### src/rtl/axis_spi_pkg.sv
// Shared types for the SPI register-burst sequencer: FSM states, latched command, header packing.
package axis_spi_pkg;

  localparam int unsigned MAX_DW = 32;
  localparam int unsigned MAX_LW = 16;
  localparam int unsigned MAX_AW = 8;

  typedef enum logic [1:0] {
    IDLE  = 2'd0,
    HDR   = 2'd1,
    DATA  = 2'd2,
    DRAIN = 2'd3
  } burst_state_t;

  // Fields sized for the largest supported build; narrower builds zero-extend into them.
  typedef struct packed {
    logic              rw;
    logic [MAX_DW-2:0] reg_addr;
    logic [MAX_LW-1:0] len;
    logic [MAX_AW-1:0] slave;
  } burst_cmd_t;

  function automatic logic [MAX_DW-1:0] pack_hdr(input logic rw,
                                                 input logic [MAX_DW-2:0] reg_addr,
                                                 input int unsigned dw);
    logic [MAX_DW-1:0] hdr;
    hdr = {1'b0, reg_addr};
    hdr[dw-1] = rw;
    return hdr;
  endfunction

endpackage

### src/rtl/axis_if.sv
// Minimal AXI-Stream bundle used between the sequencer, the user and the SPI master.
interface axis_if #(
  parameter int unsigned DATA_WIDTH = 8
);
  logic [DATA_WIDTH-1:0] tdata;
  logic                  tvalid;
  logic                  tready;
  logic                  tlast;

  modport master (output tdata, output tvalid, output tlast, input tready);
  modport slave  (input tdata, input tvalid, input tlast, output tready);
endinterface

### src/rtl/axis_spi_burst_ctrl.sv
// Register-burst sequencer in front of axis_spi_master: header + N data bytes out, read bytes back.
// Optional drain watchdog enabled by defining AXIS_SPI_BURST_WDOG_EN.
module axis_spi_burst_ctrl
  import axis_spi_pkg::*;
#(
  parameter int unsigned           DATA_WIDTH     = 8,
  parameter int unsigned           LEN_WIDTH      = 8,
  parameter int unsigned           SLAVE_NUM      = 1,
  parameter logic [DATA_WIDTH-1:0] DUMMY_BYTE     = 8'h00,
  parameter int unsigned           TIMEOUT_CYCLES = 4096,
  localparam int unsigned          AW             = (SLAVE_NUM > 1) ? $clog2(SLAVE_NUM) : 1
) (
  input  logic                  clk_i,
  input  logic                  arstn_i,
  input  logic                  cmd_valid_i,
  output logic                  cmd_ready_o,
  input  logic                  cmd_rw_i,
  input  logic [DATA_WIDTH-2:0] cmd_reg_i,
  input  logic [LEN_WIDTH-1:0]  cmd_len_i,
  input  logic [AW-1:0]         cmd_slave_i,
  output logic [AW-1:0]         addr_o,
  output logic                  busy_o,
  output logic                  err_o,
  axis_if.slave                 s_axis,
  axis_if.master                m_axis,
  axis_if.master                spi_tx,
  axis_if.slave                 spi_rx
);

  burst_state_t           state_r;
  burst_cmd_t             cmd_r;
  burst_cmd_t             cmd_s;
  logic [LEN_WIDTH-1:0]   tx_cnt_r;
  logic [LEN_WIDTH:0]     rx_cnt_r;
  logic [LEN_WIDTH-1:0]   len_s;
  logic [LEN_WIDTH-1:0]   len_m1_s;
  logic [LEN_WIDTH:0]     len_p1_s;
  logic [MAX_DW-1:0]      hdr_full_s;
  logic [DATA_WIDTH-1:0]  hdr_s;
  logic                   tx_hs_s;
  logic                   rx_hs_s;
  logic                   rx_pass_s;
  logic                   rx_cnt_en_s;
  logic                   rx_fin_s;
  logic                   rx_done_s;
  logic                   timeout_s;

  // Zero-extend the incoming command into the package-wide struct.
  always_comb begin
    cmd_s                         = '0;
    cmd_s.rw                      = cmd_rw_i;
    cmd_s.reg_addr[DATA_WIDTH-2:0] = cmd_reg_i;
    cmd_s.len[LEN_WIDTH-1:0]      = cmd_len_i;
    cmd_s.slave[AW-1:0]           = cmd_slave_i;
  end

  assign len_s      = cmd_r.len[LEN_WIDTH-1:0];
  assign len_m1_s   = len_s - {{(LEN_WIDTH-1){1'b0}}, 1'b1};
  assign len_p1_s   = {1'b0, len_s} + {{LEN_WIDTH{1'b0}}, 1'b1};
  assign hdr_full_s = pack_hdr(cmd_r.rw, cmd_r.reg_addr, DATA_WIDTH);
  assign hdr_s      = hdr_full_s[DATA_WIDTH-1:0];

  assign cmd_ready_o = (state_r == IDLE);
  assign busy_o      = (state_r != IDLE);
  assign addr_o      = cmd_r.slave[AW-1:0];

  assign tx_hs_s = spi_tx.tvalid && spi_tx.tready;
  assign rx_hs_s = spi_rx.tvalid && spi_rx.tready;

  // Once len+1 echoes are in, further rx bytes are dropped without advancing the count.
  assign rx_done_s   = (rx_cnt_r == len_p1_s);
  assign rx_cnt_en_s = rx_hs_s && (state_r != IDLE) && !rx_done_s;
  assign rx_fin_s    = rx_cnt_en_s && (rx_cnt_r == {1'b0, len_s});
  assign rx_pass_s   = (state_r != IDLE) && cmd_r.rw && (rx_cnt_r != '0) &&
                       (rx_cnt_r <= {1'b0, len_s});

  // Transmit mux: header, then either user write data or dummy fill for reads.
  always_comb begin
    spi_tx.tvalid = 1'b0;
    spi_tx.tdata  = '0;
    spi_tx.tlast  = 1'b0;
    s_axis.tready = 1'b0;
    case (state_r)
      HDR: begin
        spi_tx.tvalid = 1'b1;
        spi_tx.tdata  = hdr_s;
        spi_tx.tlast  = (len_s == '0);
      end
      DATA: begin
        spi_tx.tlast = (tx_cnt_r == len_m1_s);
        if (cmd_r.rw) begin
          spi_tx.tvalid = 1'b1;
          spi_tx.tdata  = DUMMY_BYTE;
        end else begin
          spi_tx.tvalid = s_axis.tvalid;
          spi_tx.tdata  = s_axis.tdata;
          s_axis.tready = spi_tx.tready;
        end
      end
      default: begin
        spi_tx.tvalid = 1'b0;
      end
    endcase
  end

  // Receive path: read data bytes pass through, everything else is swallowed.
  always_comb begin
    m_axis.tvalid = 1'b0;
    m_axis.tdata  = spi_rx.tdata;
    m_axis.tlast  = 1'b0;
    spi_rx.tready = 1'b1;
    if (rx_pass_s) begin
      m_axis.tvalid = spi_rx.tvalid;
      m_axis.tlast  = (rx_cnt_r == {1'b0, len_s});
      spi_rx.tready = m_axis.tready;
    end else begin
      spi_rx.tready = 1'b1;
    end
  end

  // Burst FSM with command latch and tx/rx byte counters.
  always_ff @(posedge clk_i or negedge arstn_i) begin
    if (!arstn_i) begin
      state_r  <= IDLE;
      cmd_r    <= '0;
      tx_cnt_r <= '0;
      rx_cnt_r <= '0;
    end else begin
      if (rx_cnt_en_s) begin
        rx_cnt_r <= rx_cnt_r + {{LEN_WIDTH{1'b0}}, 1'b1};
      end
      case (state_r)
        IDLE: begin
          if (cmd_valid_i) begin
            cmd_r    <= cmd_s;
            tx_cnt_r <= '0;
            rx_cnt_r <= '0;
            state_r  <= HDR;
          end
        end
        HDR: begin
          if (tx_hs_s) begin
            state_r <= (len_s == '0) ? DRAIN : DATA;
          end
        end
        DATA: begin
          if (tx_hs_s) begin
            tx_cnt_r <= tx_cnt_r + {{(LEN_WIDTH-1){1'b0}}, 1'b1};
            if (tx_cnt_r == len_m1_s) begin
              state_r <= DRAIN;
            end
          end
        end
        DRAIN: begin
          if (rx_done_s || rx_fin_s) begin
            state_r <= IDLE;
          end
        end
        default: begin
          state_r <= IDLE;
        end
      endcase
      if (timeout_s) begin
        state_r <= IDLE;
      end
    end
  end

`ifdef AXIS_SPI_BURST_WDOG_EN
  logic [31:0] wdog_cnt_r;
  logic        err_r;

  assign timeout_s = ((state_r == DATA) || (state_r == DRAIN)) &&
                     (wdog_cnt_r == 32'(TIMEOUT_CYCLES - 1));
  assign err_o     = err_r;

  // Idle-link watchdog: any tx or rx handshake restarts the count.
  always_ff @(posedge clk_i or negedge arstn_i) begin
    if (!arstn_i) begin
      wdog_cnt_r <= 32'd0;
      err_r      <= 1'b0;
    end else begin
      err_r <= timeout_s;
      if (((state_r == DATA) || (state_r == DRAIN)) && !tx_hs_s && !rx_hs_s && !timeout_s) begin
        wdog_cnt_r <= wdog_cnt_r + 32'd1;
      end else begin
        wdog_cnt_r <= 32'd0;
      end
    end
  end
`else
  assign timeout_s = 1'b0;
  assign err_o     = 1'b0;
`endif

endmodule

### src/flat_wrapper.sv
// flat-port wrapper written by rule: the top's interface ports become plain ports
module axis_spi_burst_ctrl_flat import axis_spi_pkg::*;
#(
  parameter int unsigned           DATA_WIDTH     = 8,
  parameter int unsigned           LEN_WIDTH      = 8,
  parameter int unsigned           SLAVE_NUM      = 1,
  parameter logic [DATA_WIDTH-1:0] DUMMY_BYTE     = 8'h00,
  parameter int unsigned           TIMEOUT_CYCLES = 4096,
  localparam int unsigned          AW             = (SLAVE_NUM > 1) ? $clog2(SLAVE_NUM) : 1
)
  (clk_i, arstn_i, cmd_valid_i, cmd_ready_o, cmd_rw_i, cmd_reg_i, cmd_len_i, cmd_slave_i, addr_o, busy_o, err_o, s_axis_tdata, s_axis_tvalid, s_axis_tlast, s_axis_tready, m_axis_tdata, m_axis_tvalid, m_axis_tlast, m_axis_tready, spi_tx_tdata, spi_tx_tvalid, spi_tx_tlast, spi_tx_tready, spi_rx_tdata, spi_rx_tvalid, spi_rx_tlast, spi_rx_tready);
  axis_if #(.DATA_WIDTH(DATA_WIDTH)) s_axis_i ();
  axis_if #(.DATA_WIDTH(DATA_WIDTH)) m_axis_i ();
  axis_if #(.DATA_WIDTH(DATA_WIDTH)) spi_tx_i ();
  axis_if #(.DATA_WIDTH(DATA_WIDTH)) spi_rx_i ();
  input  logic clk_i;
  input  logic arstn_i;
  input  logic cmd_valid_i;
  output logic cmd_ready_o;
  input  logic cmd_rw_i;
  input  logic [DATA_WIDTH-2:0] cmd_reg_i;
  input  logic [LEN_WIDTH-1:0] cmd_len_i;
  input  logic [AW-1:0] cmd_slave_i;
  output logic [AW-1:0] addr_o;
  output logic busy_o;
  output logic err_o;
  input wire logic [$bits(s_axis_i.tdata)-1:0] s_axis_tdata;
  input wire logic [$bits(s_axis_i.tvalid)-1:0] s_axis_tvalid;
  input wire logic [$bits(s_axis_i.tlast)-1:0] s_axis_tlast;
  output wire logic [$bits(s_axis_i.tready)-1:0] s_axis_tready;
  output wire logic [$bits(m_axis_i.tdata)-1:0] m_axis_tdata;
  output wire logic [$bits(m_axis_i.tvalid)-1:0] m_axis_tvalid;
  output wire logic [$bits(m_axis_i.tlast)-1:0] m_axis_tlast;
  input wire logic [$bits(m_axis_i.tready)-1:0] m_axis_tready;
  output wire logic [$bits(spi_tx_i.tdata)-1:0] spi_tx_tdata;
  output wire logic [$bits(spi_tx_i.tvalid)-1:0] spi_tx_tvalid;
  output wire logic [$bits(spi_tx_i.tlast)-1:0] spi_tx_tlast;
  input wire logic [$bits(spi_tx_i.tready)-1:0] spi_tx_tready;
  input wire logic [$bits(spi_rx_i.tdata)-1:0] spi_rx_tdata;
  input wire logic [$bits(spi_rx_i.tvalid)-1:0] spi_rx_tvalid;
  input wire logic [$bits(spi_rx_i.tlast)-1:0] spi_rx_tlast;
  output wire logic [$bits(spi_rx_i.tready)-1:0] spi_rx_tready;
  assign s_axis_i.tdata = s_axis_tdata;
  assign s_axis_i.tvalid = s_axis_tvalid;
  assign s_axis_i.tlast = s_axis_tlast;
  assign s_axis_tready = s_axis_i.tready;
  assign m_axis_tdata = m_axis_i.tdata;
  assign m_axis_tvalid = m_axis_i.tvalid;
  assign m_axis_tlast = m_axis_i.tlast;
  assign m_axis_i.tready = m_axis_tready;
  assign spi_tx_tdata = spi_tx_i.tdata;
  assign spi_tx_tvalid = spi_tx_i.tvalid;
  assign spi_tx_tlast = spi_tx_i.tlast;
  assign spi_tx_i.tready = spi_tx_tready;
  assign spi_rx_i.tdata = spi_rx_tdata;
  assign spi_rx_i.tvalid = spi_rx_tvalid;
  assign spi_rx_i.tlast = spi_rx_tlast;
  assign spi_rx_tready = spi_rx_i.tready;
  axis_spi_burst_ctrl #(.DATA_WIDTH(DATA_WIDTH), .LEN_WIDTH(LEN_WIDTH), .SLAVE_NUM(SLAVE_NUM), .DUMMY_BYTE(DUMMY_BYTE), .TIMEOUT_CYCLES(TIMEOUT_CYCLES)) u_core (.clk_i(clk_i), .arstn_i(arstn_i), .cmd_valid_i(cmd_valid_i), .cmd_ready_o(cmd_ready_o), .cmd_rw_i(cmd_rw_i), .cmd_reg_i(cmd_reg_i), .cmd_len_i(cmd_len_i), .cmd_slave_i(cmd_slave_i), .addr_o(addr_o), .busy_o(busy_o), .err_o(err_o), .s_axis(s_axis_i), .m_axis(m_axis_i), .spi_tx(spi_tx_i), .spi_rx(spi_rx_i));
endmodule
### config.mk
export PLATFORM = sky130hd
export DESIGN_NAME = axis_spi_burst_ctrl_flat
export DESIGN_NICKNAME = d
export VERILOG_FILES = /design/src/rtl/axis_spi_pkg.sv /design/src/rtl/axis_if.sv /design/src/rtl/axis_spi_burst_ctrl.sv /design/src/flat_wrapper.sv
export SDC_FILE = /design/constraint.sdc
export NUM_CORES = 1
export LEC_CHECK = 0
export ABC_AREA = 1
export CAP_MARGIN = 0
export CORE_ASPECT_RATIO = 1.75
export CORE_MARGIN = 2
export CORE_UTILIZATION = 45
export DETAILED_ROUTE_END_ITERATION = 8
export PLACE_DENSITY = 0.75
export RECOVER_POWER = 100
export SLEW_MARGIN = 20
export SYNTH_ARGS = -nofsm -noshare
export SYNTH_HDL_FRONTEND = slang
export SYNTH_SLANG_ARGS = --single-unit
### constraint.sdc
create_clock -name clk_i -period 5.7 [get_ports clk_i]
set_input_delay 1.71 -clock clk_i [delete_from_list [all_inputs] [get_ports clk_i]]
set_output_delay 1.71 -clock clk_i [all_outputs]
set_load 0.05 [all_outputs]
==> impl_metrics.xml <==
<?xml version="1.0" encoding="UTF-8"?>
<metrics>
  <group name="power">
    <metric name="power" unit="uW">1730</metric>
    <metric name="ir_drop" unit="V">0.000412</metric>
    <metric name="powerDensity" unit="mW/mm^2">498</metric>
    <metric name="total_leakage_power" unit="uW">0.00175</metric>
  </group>
  <group name="clock_network">
    <metric name="clk_latency" unit="ns">0.30</metric>
    <metric name="clock_path_buffers" unit="">2</metric>
    <metric name="tritoncts_clock_tree" unit="">done</metric>
    <metric name="number_of_buffers_added_to_fix_hold_violations_after_cts" unit="">0</metric>
    <metric name="clock_sink_count" unit="">36</metric>
    <metric name="ctsResizeCount" unit="">0</metric>
    <metric name="post-cts-setup-buffers" unit="">0</metric>
    <metric name="cts_htree_levels" unit="">2</metric>
    <metric name="clkSlewWorstSetupHoldPaths" unit="ns">0.07</metric>
    <metric name="cts_inserted_buffers" unit="">5</metric>
    <metric name="cts_root_buf" unit="">sky130_fd_sc_hd__clkbuf_8</metric>
  </group>
  <group name="sta">
    <metric name="setup-violations-final" unit="">0</metric>
    <metric name="setup-tns-final" unit="ns">0</metric>
    <metric name="final.hold.worst_slack" unit="ns">0.479</metric>
    <metric name="timing_worst_slew_pin_value" unit="ns">1.99</metric>
    <metric name="post-route-period-util" unit="%">89.5</metric>
    <metric name="unrepaired_setup_endpoints_after_global_routing" unit="">false</metric>
    <metric name="report.final.hold_viol_count" unit="">0</metric>
    <metric name="post-route-min-period" unit="ns">5.10</metric>
    <metric name="max-slew-margin-rel" unit="%">-32.9</metric>
    <metric name="final.setup_skew" unit="ns">0.0113</metric>
    <metric name="final-max-slew-violation-count" unit="">37</metric>
    <metric name="clock.fmax" unit="MHz">196</metric>
  </group>
  <group name="synthesis">
    <metric name="syn_nets" unit="">500</metric>
    <metric name="ys_types" unit="">36</metric>
    <metric name="ys_seq_elements" unit="">36</metric>
    <metric name="ys_warn_count" unit="">0</metric>
    <metric name="avgSynthCellArea" unit="sq um">6.65</metric>
    <metric name="synth-seq-area-share" unit="%">30.8</metric>
    <metric name="syn_inst" unit="">440</metric>
    <metric name="combined_area_of_all_synthesized_cells" unit="sq mm">0.00293</metric>
  </group>
  <group name="final_layout">
    <metric name="synthToLayoutAreaGrowth" unit="%">18.6</metric>
    <metric name="post_route_cells_drive_above_1_share" unit="%">2.93</metric>
    <metric name="diodes" unit="">0</metric>
    <metric name="design.final.nets" unit="">537</metric>
    <metric name="post-route-util" unit="%">55.7</metric>
    <metric name="fin_area" unit="sq mm">0.00347</metric>
  </group>
  <group name="floorplan">
    <metric name="floorplan.die_area" unit="sq mm">0.00719</metric>
    <metric name="initial_utilization" unit="%">47.0</metric>
    <metric name="die-height" unit="um">111</metric>
    <metric name="row_count" unit="">38</metric>
    <metric name="floorplan.die.width" unit="um">65.0</metric>
    <metric name="fp.coreArea" unit="sq mm">0.00623</metric>
    <metric name="floorplan.io_pins" unit="">68</metric>
  </group>
  <group name="worst_setup_path">
    <metric name="crit_path_end_kind" unit="">output port</metric>
    <metric name="cp.required" unit="ns">3.99</metric>
    <metric name="criticalPathCategory" unit="">input pin to output port</metric>
    <metric name="worstPathMaxFanout" unit="">2</metric>
    <metric name="critPathArrivalTime" unit="ns">3.39</metric>
    <metric name="timing.critical_path.from_type" unit="">input pin</metric>
  </group>
  <group name="global_route">
    <metric name="grt_first_pass_wirelength" unit="mm">12.9</metric>
    <metric name="grt.overflow.total" unit="">0</metric>
    <metric name="grt_pass1_vias" unit="">2879</metric>
    <metric name="grt_antenna_before_repair" unit="">0</metric>
    <metric name="grt_util_all_layers" unit="%">22.7</metric>
    <metric name="largest_net_degree_at_the_start_of_global_routing" unit="">37</metric>
  </group>
  <group name="place">
    <metric name="port_buffers" unit="">48</metric>
    <metric name="place.detailed.hpwl" unit="mm">5.87</metric>
    <metric name="placed_area" unit="sq mm">0.00340</metric>
    <metric name="globalplace.congestion" unit="">0.934</metric>
  </group>
  <group name="detailed_routing">
    <metric name="vias" unit="">2876</metric>
    <metric name="drt_first_pass_iters" unit="">4</metric>
    <metric name="wl_per_cell" unit="um">13.4</metric>
    <metric name="ant_nets" unit="">0</metric>
    <metric name="wl" unit="mm">7.46</metric>
    <metric name="routed_via_density" unit="">5.15</metric>
    <metric name="detail_route.iter0.violations" unit="">112</metric>
    <metric name="remaining_drc_errors" unit="">0</metric>
  </group>
  <group name="hold_path">
    <metric name="hold_crit_class" unit="">flop to flop</metric>
  </group>
  <group name="flow_run">
    <metric name="drv.max_cap_violation_count" unit="">1</metric>
  </group>
  <group name="status">
    <metric name="outcome" unit="">finished with violations</metric>
    <metric name="violations" unit="">max-capacitance violations, max-slew violations</metric>
  </group>
</metrics>
logic make-up (layout without fill, tap and decap cells):
logic type               Yosys count  in the layout  share of synthesized area (%)
AO/OA/AOI/OAI                     44             44                           8.38
XOR/XNOR                          15             15                           4.49
adder cells (fa/ha/maj)           18             18                           7.69
buffers and inverters             73            111                           11.1
flip-flops                        36             36                           30.8
other                              1              1                          0.128
AND/OR/NAND/NOR                  253            253                           37.4
path summary, 6_finish.rpt:
kind                                          startpoint                             end  slack (ns)  cells past startpoint
setup / recovery                           s_axis_tvalid                   spi_tx_tvalid        0.60                      4
hold / removal                 u_core.addr_o$_DFFE_PN0P_       u_core.addr_o$_DFFE_PN0P_        0.48                      2
setup reg to reg           u_core.state_r[0]$_DFFE_PN0P_  u_core.tx_cnt_r[3]$_DFFE_PN0P_        2.76                     10
hold reg to reg                u_core.addr_o$_DFFE_PN0P_       u_core.addr_o$_DFFE_PN0P_        0.48                      2
max in group asynchronous                        arstn_i     u_core.cmd_r[8]$_DFFE_PN0P_        2.03                      2
min in group asynchronous                        arstn_i    u_core.cmd_r[30]$_DFFE_PN0P_        2.51                      2
through the flow:
| step | worst slack (ns) | instances |
|---|---|---|
| 4_1_cts | 0.744 | 558 |
| 3_5_place_dp | 0.757 | 550 |
| 5_1_grt | 0.530 | 558 |
| 6_report | 0.598 | 558 |
| 3_3_place_gp | 0.757 | 550 |
| 2_1_floorplan | 1.44 | 440 |
final cells by class:
cell class,count,area (sq um)
clock inverter,3,42.5
inverter,53,199
tap,80,100
multi-input combinational,331,1670
clock buffer,5,68.8
fill,629,2760
sequential,36,901
timing repair buffer,50,488
power by group:
part           switching (uW)  total (uW)  internal (uW)
Clock                     102         231            130
Combinational             701        1040            343
Sequential                114         455            342
routing by layer:
layer	vias to the layer above	share of wire, %	global-route usage (%)
met4	0	3.1	10.9
met1	1321	38	23.6
met2	73	55	42.8
met5	-	0	0
met3	18	3.2	3.05
li1	1464	-	-
sequential cells by signal, indices dropped and copies added (netlist names):
signal / count
u_core.addr_o: 1
u_core.tx_cnt_r: 8
u_core.state_r: 2
u_core.rx_cnt_r: 9
u_core.cmd_r: 16
cell usage in the layout, fill, tap and decap left out:
cell,count
sky130_fd_sc_hd__nand3_2,1
sky130_fd_sc_hd__inv_2,1
sky130_fd_sc_hd__nand3_1,42
sky130_fd_sc_hd__clkbuf_1,2
sky130_fd_sc_hd__dfrtp_1,36
sky130_fd_sc_hd__clkinvlp_4,1
sky130_fd_sc_hd__o21bai_1,1
sky130_fd_sc_hd__conb_1,1
sky130_fd_sc_hd__and3_1,1
sky130_fd_sc_hd__xnor2_1,4
sky130_fd_sc_hd__a31oi_1,1
sky130_fd_sc_hd__nand4_1,8
sky130_fd_sc_hd__inv_1,51
sky130_fd_sc_hd__a21boi_0,1
sky130_fd_sc_hd__clkdlybuf4s50_1,27
sky130_fd_sc_hd__o211ai_1,1
sky130_fd_sc_hd__clkinv_2,1
sky130_fd_sc_hd__xor2_1,11
sky130_fd_sc_hd__o21ai_0,18
sky130_fd_sc_hd__nor3_1,4
sky130_fd_sc_hd__and2_1,2
sky130_fd_sc_hd__o31ai_1,2
sky130_fd_sc_hd__nor4_1,4
sky130_fd_sc_hd__nor3_2,1
sky130_fd_sc_hd__ha_1,18
sky130_fd_sc_hd__nor2_1,35
sky130_fd_sc_hd__or2_2,2
sky130_fd_sc_hd__nand2_2,1
sky130_fd_sc_hd__clkbuf_8,5
sky130_fd_sc_hd__nand3b_1,3
sky130_fd_sc_hd__dlygate4sd3_1,21
sky130_fd_sc_hd__a21oi_1,20
sky130_fd_sc_hd__clkinv_1,1
sky130_fd_sc_hd__bufinv_16,1
sky130_fd_sc_hd__and2_0,1
sky130_fd_sc_hd__nand2_1,148
synth_stat cells, drive strengths merged:
library cell  instances  share of area, %
a21boi                1              0.38
a21oi                20               3.5
a31oi                 1              0.21
and2                  3              0.64
and3                  1              0.21
buf                  13               3.4
clkbuf                7              0.90
clkinv                1              0.13
conb                  1              0.13
dfrtp                36                31
ha                   18               7.7
inv                  52               6.7
nand2               149                19
nand3                43               8.1
nand3b                3              0.77
nand4                 8               1.7
nor2                 35               4.5
nor3                  5               1.0
nor4                  4              0.85
o211ai                1              0.26
o21ai                18               3.2
o21bai                1              0.26
o31ai                 2              0.51
or2                   2              0.43
xnor2                 4               1.2
xor2                 11               3.3
worst max-delay path, stage by stage:
cell,delay (ns)
sky130_fd_sc_hd__dlygate4sd3_1,0.52
sky130_fd_sc_hd__o21ai_0,0.10
sky130_fd_sc_hd__a21oi_1,0.18
sky130_fd_sc_hd__dlygate4sd3_1,0.89
No activity file was read; power rests on OpenSTA's default activity.
